--- config.mk ---
export PLATFORM = sky130hd
export DESIGN_NAME = reg_dump_unit
export DESIGN_NICKNAME = d
export VERILOG_FILES = /design/src/rtl/reg_dump_unit.sv
export SDC_FILE = /design/constraint.sdc
export NUM_CORES = 1
export LEC_CHECK = 0
export CORE_ASPECT_RATIO = 0.6
export CORE_UTILIZATION = 50
export CTS_BUF_LIST = sky130_fd_sc_hd__clkbuf_8
export DETAILED_ROUTE_END_ITERATION = 8
export GPL_ROUTABILITY_DRIVEN = 0
export MAX_ROUTING_LAYER = met4
export PLACE_DENSITY = 0.78
export SYNTH_ARGS = -nofsm -noshare
export SYNTH_HDL_FRONTEND = slang
export SYNTH_SLANG_ARGS = --single-unit
--- constraint.sdc ---
create_clock -name i_clk -period 3.5 [get_ports i_clk]
set_input_delay 0.7 -clock i_clk [delete_from_list [all_inputs] [get_ports i_clk]]
set_output_delay 0.7 -clock i_clk [all_outputs]
set_load 0.01 [all_outputs]
--- src/rtl/reg_dump_unit.sv ---
// reg_dump_unit
//   Debug-side reader for the register file. A start pulse walks every
//   register through the file's combinational read port and streams each
//   one to the UART transmitter as LEN/NB_BYTE bytes, MSB first.
//
// Ports
//   i_clk       clock
//   i_rst       synchronous, active-low reset
//   i_start     one-cycle dump request (accepted in IDLE only)
//   o_rf_addr   register-file read address
//   i_rf_data   combinational read data for o_rf_addr
//   o_tx_data   byte presented to the UART transmitter
//   o_tx_start  one-cycle pulse: UART latches o_tx_data
//   i_tx_done   one-cycle pulse: UART finished the current byte
//   o_busy      high from the first LOAD cycle through DONE
//   o_done      one-cycle pulse once the last byte is acknowledged
module reg_dump_unit #(
  parameter int LEN     = 32,
  parameter int NB_REG  = 32,
  parameter int NB_ADDR = 5,
  parameter int NB_BYTE = 8
) (
  input  logic               i_clk,
  input  logic               i_rst,
  input  logic               i_start,
  output logic [NB_ADDR-1:0] o_rf_addr,
  input  logic [LEN-1:0]     i_rf_data,
  output logic [NB_BYTE-1:0] o_tx_data,
  output logic               o_tx_start,
  input  logic               i_tx_done,
  output logic               o_busy,
  output logic               o_done
);

  localparam int BYTES_PER_REG = LEN / NB_BYTE;
  localparam int NB_CNT        = (BYTES_PER_REG > 1) ? $clog2(BYTES_PER_REG) : 1;

  localparam logic [NB_CNT-1:0]  LAST_BYTE = NB_CNT'(BYTES_PER_REG - 1);
  localparam logic [NB_ADDR-1:0] LAST_REG  = NB_ADDR'(NB_REG - 1);

  typedef enum logic [2:0] {
    S_IDLE,
    S_LOAD,
    S_SEND,
    S_WAIT,
    S_NEXT,
    S_DONE
  } state_t;

  state_t             state;
  logic [NB_ADDR-1:0] reg_idx;
  logic [NB_CNT-1:0]  byte_cnt;
  logic [LEN-1:0]     shift;
  logic               tx_start;
  logic               busy;
  logic               done;

  // The read address is the register index itself, so the register file
  // already presents the right word during the LOAD cycle.
  assign o_rf_addr  = reg_idx;
  assign o_tx_data  = shift[LEN-1 -: NB_BYTE];
  assign o_tx_start = tx_start;
  assign o_busy     = busy;
  assign o_done     = done;

  always_ff @(posedge i_clk) begin
    if (!i_rst) begin
      state    <= S_IDLE;
      reg_idx  <= '0;
      byte_cnt <= '0;
      shift    <= '0;
      tx_start <= 1'b0;
      busy     <= 1'b0;
      done     <= 1'b0;
    end else begin
      // Pulse outputs default low; the states that own them set them for
      // exactly the cycle of the state they are entering.
      tx_start <= 1'b0;
      done     <= 1'b0;
      case (state)
        S_IDLE: begin
          if (i_start) begin
            reg_idx  <= '0;
            byte_cnt <= '0;
            busy     <= 1'b1;
            state    <= S_LOAD;
          end
        end
        S_LOAD: begin
          // Snapshot taken here; later writes to this register are not seen.
          shift    <= i_rf_data;
          byte_cnt <= '0;
          tx_start <= 1'b1;
          state    <= S_SEND;
        end
        S_SEND: begin
          // i_tx_done is deliberately not looked at here.
          state <= S_WAIT;
        end
        S_WAIT: begin
          if (i_tx_done) begin
            shift <= shift << NB_BYTE;
            if (byte_cnt == LAST_BYTE) begin
              state <= S_NEXT;
            end else begin
              byte_cnt <= byte_cnt + 1'b1;
              tx_start <= 1'b1;
              state    <= S_SEND;
            end
          end
        end
        S_NEXT: begin
          if (reg_idx == LAST_REG) begin
            done  <= 1'b1;
            state <= S_DONE;
          end else begin
            reg_idx <= reg_idx + 1'b1;
            state   <= S_LOAD;
          end
        end
        S_DONE: begin
          busy  <= 1'b0;
          state <= S_IDLE;
        end
        default: begin
          state <= S_IDLE;
        end
      endcase
    end
  end

endmodule

After elaboration in Yosys (flattened, before gate mapping)
Cells that the tools add are included.
{ "totals": {"ff_bits": 45, "input_bits": 36, "word_cells": 51, "out_inout_bits": 16} }
{ "op_classes": {"n_reduce_logical": 11, "eq_ne": 11, "n_addsub": 2, "mux": 20} }
{ "op_table": {"columns": ["operator", "count"], "rows": [
  ["32-bit case mux with 2 select lines", 1],
  ["32-bit 2-to-1 mux", 1],
  ["3-bit case mux with 5 select lines", 1],
  ["3-bit 2-to-1 mux", 4],
  ["5-bit 2-to-1 mux", 2],
  ["5-bit case mux with 2 select lines", 1],
  ["2-bit != test, second input constant", 4],
  ["2-bit AND reduction", 4],
  ["3-bit by 2-bit == test with 1-bit output, second input constant", 2],
  ["3-bit == test, second input constant", 2],
  ["2-bit 2-to-1 mux", 3],
  ["2-bit case mux with 3 select lines", 1],
  ["2-bit nonzero test", 3],
  ["5-bit by 1-bit adder with 5-bit output, second input constant", 1],
  ["5-bit == test, second input constant", 1],
  ["1-bit 2-to-1 mux", 4],
  ["1-bit case mux with 2 select lines", 2],
  ["4-bit AND reduction", 1],
  ["3-bit by 1-bit == test with 1-bit output, second input constant", 1],
  ["3-bit logical NOT", 1],
  ["3-bit AND reduction", 1],
  ["3-bit nonzero test", 1],
  ["2-bit by 1-bit adder with 2-bit output, second input constant", 1],
  ["2-bit == test, second input constant", 1]
]} }

Logic depth before layout (Yosys ltp)
{ "depth": {"ltp_word": 4, "ltp_mapped": 7, "depth_no_buf": 7} }

Least setup slack after synthesis
OpenSTA, ideal clock, no wires.
{ "synth_path": {"path_kind": "register to register", "startpoint": "register reg_idx[0] (netlist: o_rf_addr[0])", "endpoint": "register reg_idx[3] (netlist: o_rf_addr[3])", "required_time_ns": 3.428, "arrival_ns": 1.599, "path_buffers": 0, "stages_incl_launch_ff": 8, "path_slack_ns": 1.830, "synth_period_minus_slack_ns": 1.670, "cell_sequence": "dfxtp_1 > ha_1 > and3_1 > ha_1 > nor2b_1 > o21ai_0 > o21ai_0 > a21oi_1"} }
{ "synth_between": {"elab_chain_cells": 3, "elab_cells_between_ends": 6, "classes_between": "1 x add/sub; 2 x eq/ne; 2 x mux; 1 x reduce/logical"} }
{ "synth_rtl": {"columns": ["item", "line_no", "rtl"], "rows": [
  ["start, declared", "51", "logic [NB_ADDR-1:0] reg_idx;"],
  ["start signal, assigned", "117", "reg_idx <= reg_idx + 1'b1;"],
  ["5-bit by 1-bit adder with 5-bit output or 5-bit == test (tied branches)", "117, 113", null],
  ["5-bit 2-to-1 mux or 2-bit != test (tied branches)", null, null],
  ["5-bit case mux with 2 select lines or 3-bit AND reduction (tied branches)", null, null]
]} }
Several ways; a longest one is shown, not always the timed one. The select of a mux whose other input is x is not followed.
A chain may end at the register's enable or synchronous reset.

Final worst setup path
{ "layout_path": {"startpoint": "input i_tx_done", "endpoint": "register shift[24]"} }
{ "layout_between": {"elab_chain_cells": 2} }
{ "layout_rtl": {"columns": ["item", "line_no", "rtl"], "rows": [
  ["start, declared", "30", "input logic i_tx_done,"],
  ["2-bit != test (no line)", null, null],
  ["2-bit AND reduction (no line)", null, null],
  ["end signal, assigned", "91", "shift <= i_rf_data;"],
  ["end signal, assigned", "102", "shift <= shift << NB_BYTE;"],
  ["end, declared", "53", "logic [LEN-1:0] shift;"]
]} }
No other way between the ends.

==> results.json <==
{
  "postCtsSetupBuffers": 0,
  "final_nets": 298,
  "cts_hold_buf": 0,
  "via_count": 1690,
  "drtAntennaViolNets": 0,
  "critical-path-max-stage-delay_ps": 490,
  "grt_max_degree": 32,
  "place_area_um2": 2440,
  "wl_mm": 4.25,
  "clock_skew_ps": 5.59,
  "relSlewSlack_pct": 59.0,
  "async_flop_share_pct": 0,
  "antenna_found_initial": 0,
  "synth_area_leaders": "dfxtp_1 (46%), mux2i_1 (12%), a21oi_1 (8.4%)",
  "grt_overflow_total": 0,
  "first_pass_iters": 4,
  "drv_slew": 0,
  "cts_tree": "built",
  "die_h_um": 50.7,
  "antenna_cells": 0,
  "synthTopCellsByCount": "dfxtp_1 (45), a21oi_1 (33), o21ai_0 (29), mux2i_1 (24), nor2_1 (18)",
  "fillers": 325,
  "syn_avg_cell_area_um2": 8.89,
  "finalNonFillerCells": 307,
  "grt_pass1_vias": 1482,
  "clk_pin_slew_ps": 80,
  "area_growth_pct": 27.9,
  "cp-end-kind": "flop",
  "post-route-drc-count": 0,
  "synth.distinct_cells": 30,
  "dp_hpwl_mm": 3.02,
  "status": "finished clean",
  "wl_per_cell_um": 13.9,
  "crit_type": "input port to flop",
  "synth-edff-count": 0,
  "worstMarginPinSlew_ps": 614,
  "period_needed_ps": 2170,
  "cp_max_fo": 31,
  "ys_warn_count": 0,
  "path_cells": "clkdlybuf4s50_1, nor2b_1, nor2_2, buf_4, o21ai_0, a21oi_1",
  "rsz0062_at_grt": "no",
  "viasPerCell": 5.50,
  "arrival_ps": 2400,
  "start_util_pct": 53.0,
  "grt_pass1_wl_mm": 7.08,
  "synth_top_area_share_pct": 45.6,
  "drt_iter0_markers": 101,
  "power_mw": 1.12,
  "cts_max_level": 2,
  "finalCritPeriodShare_pct": 62.0,
  "hold_class": "flop to flop",
  "synth-seq-cells": 45,
  "max_cap_viol_count": 0,
  "cellPowerDensity_nw_per_um2": 445,
  "die_area_um2": 4210,
  "post_cts_resized": 0,
  "vdd_drop_max_mv": 0.328,
  "fmax_ghz": 0.461,
  "netlist_instances": 222,
  "clock-root-buffer": "clkbuf_8",
  "crit_required_ps": 3730,
  "yosysTopAreaCell": "dfxtp_1",
  "leakage_nw": 1.10,
  "syn_nets": 261,
  "yosysSeqAreaShare_pct": 45.6,
  "syn-cell-area_um2": 1970,
  "core_area_um2": 3720,
  "cts_made_buffers": 5,
  "clock-sinks": 45,
  "cp_slowest_cell": "nor2_2",
  "final_area_um2": 2520,
  "synthFlopType": "dfxtp_1",
  "startpoint_type": "input port",
  "drive_gt1_share_pct": 5.00,
  "cts_buffer_depth": 2,
  "dieWidth_um": 83.1,
  "finalSetupTns_ps": 0,
  "fp-row-count": 17,
  "clock_latency_ps": 300,
  "grt.total_usage_pct": 22.9,
  "hold_viol": 0,
  "setup_viol": 0,
  "dp.cells": 299,
  "io_buffer_count": 51,
  "ios": 52,
  "yosysMostFrequentCell": "dfxtp_1"
}
[worst max-delay path, delay by kind of cell]
family / cells / cell delay, ps
buffers and inverters: 2 / 860
and+or+nand+nor: 2 / 570
AOI/OAI and AO/OA: 2 / 260
[cell families (layout without fill, tap and decap cells)]
family,count (synthesis),count (layout),synth area share (%)
compound gates,78,78,22.0
flops,45,45,45.6
simple gates,42,42,10.8
buf+inv,30,68,7.54
mux,24,24,12.2
fa+ha+maj,3,3,1.90
[path summary, 6_finish.rpt]
path / end / slack, ps / startpoint / cells after the start
min reg2reg: o_rf_addr[4] / 490 / o_rf_addr[4] / 2
min: o_rf_addr[4] / 490 / o_rf_addr[4] / 2
max: shift[24] / 1330 / i_tx_done / 6
max reg2reg: shift[24] / 1560 / state[2] / 5
[layout by cell type (no fill, tap or decap)]
master	count
o211ai_1	1
or2_2	2
o41ai_1	1
nor2_1	17
inv_1	6
and3_1	2
or4_1	1
nor2b_1	4
clkinv_2	2
nand2b_1	3
o31ai_1	2
clkdlybuf4s50_1	51
a2111oi_0	1
nand3b_1	2
dfxtp_1	45
a22oi_1	9
o21ai_0	29
a21oi_1	33
clkinv_1	1
a221o_1	1
nand3_1	1
mux2i_1	24
or3b_1	1
nand4_1	2
nand2_1	2
o22ai_1	1
nor3_1	4
ha_1	3
buf_4	3
nor2_2	1
clkbuf_8	5
[routing by layer]
layer  vias up  wire length [um]  track usage [%]
met3         6               297             8.72
li1        862                 -                -
met2        61              1700             29.4
met1       761              2200             32.2
met4         0                56             8.05
met5         -                 0                -
[metrics by stage]
stage	utilization (%)	hold WS, ps	setup slack, ps
6_report	67.8	485	1330
5_1_grt	67.8	536	1180
4_1_cts	67.8	485	1360
3_5_place_dp	65.6	471	1070
3_3_place_gp	65.6	465	1140
2_1_floorplan	-	470	1830
[report_power, final]
| group | leakage (nW) | switching, mW | total [mW] | internal [mW] |
|---|---|---|---|---|
| Sequential | 0.369 | 0.0314 | 0.593 | 0.561 |
| Clock | 0.0491 | 0.171 | 0.306 | 0.136 |
| Combinational | 0.679 | 0.109 | 0.224 | 0.115 |
| Total | 1.10 | 0.311 | 1.12 | 0.812 |
[final cells by class]
cell class	instances	area (um2)	share of cell area [%]
sequential	45	901	35.7
timing repair buffer	54	533	21.1
clock inverter	3	13.8	0.545
inverter	6	22.5	0.892
clock buffer	5	68.8	2.73
tap	47	58.8	2.33
multi-input combinational	147	927	36.7
[sequential cells by signal, indices dropped and copies added (netlist names)]
name	cells
byte_cnt	2
o_busy	1
o_done	1
o_rf_addr	5
o_tx_start	1
shift	32
state	3
No activity file was read; power rests on OpenSTA's default activity.
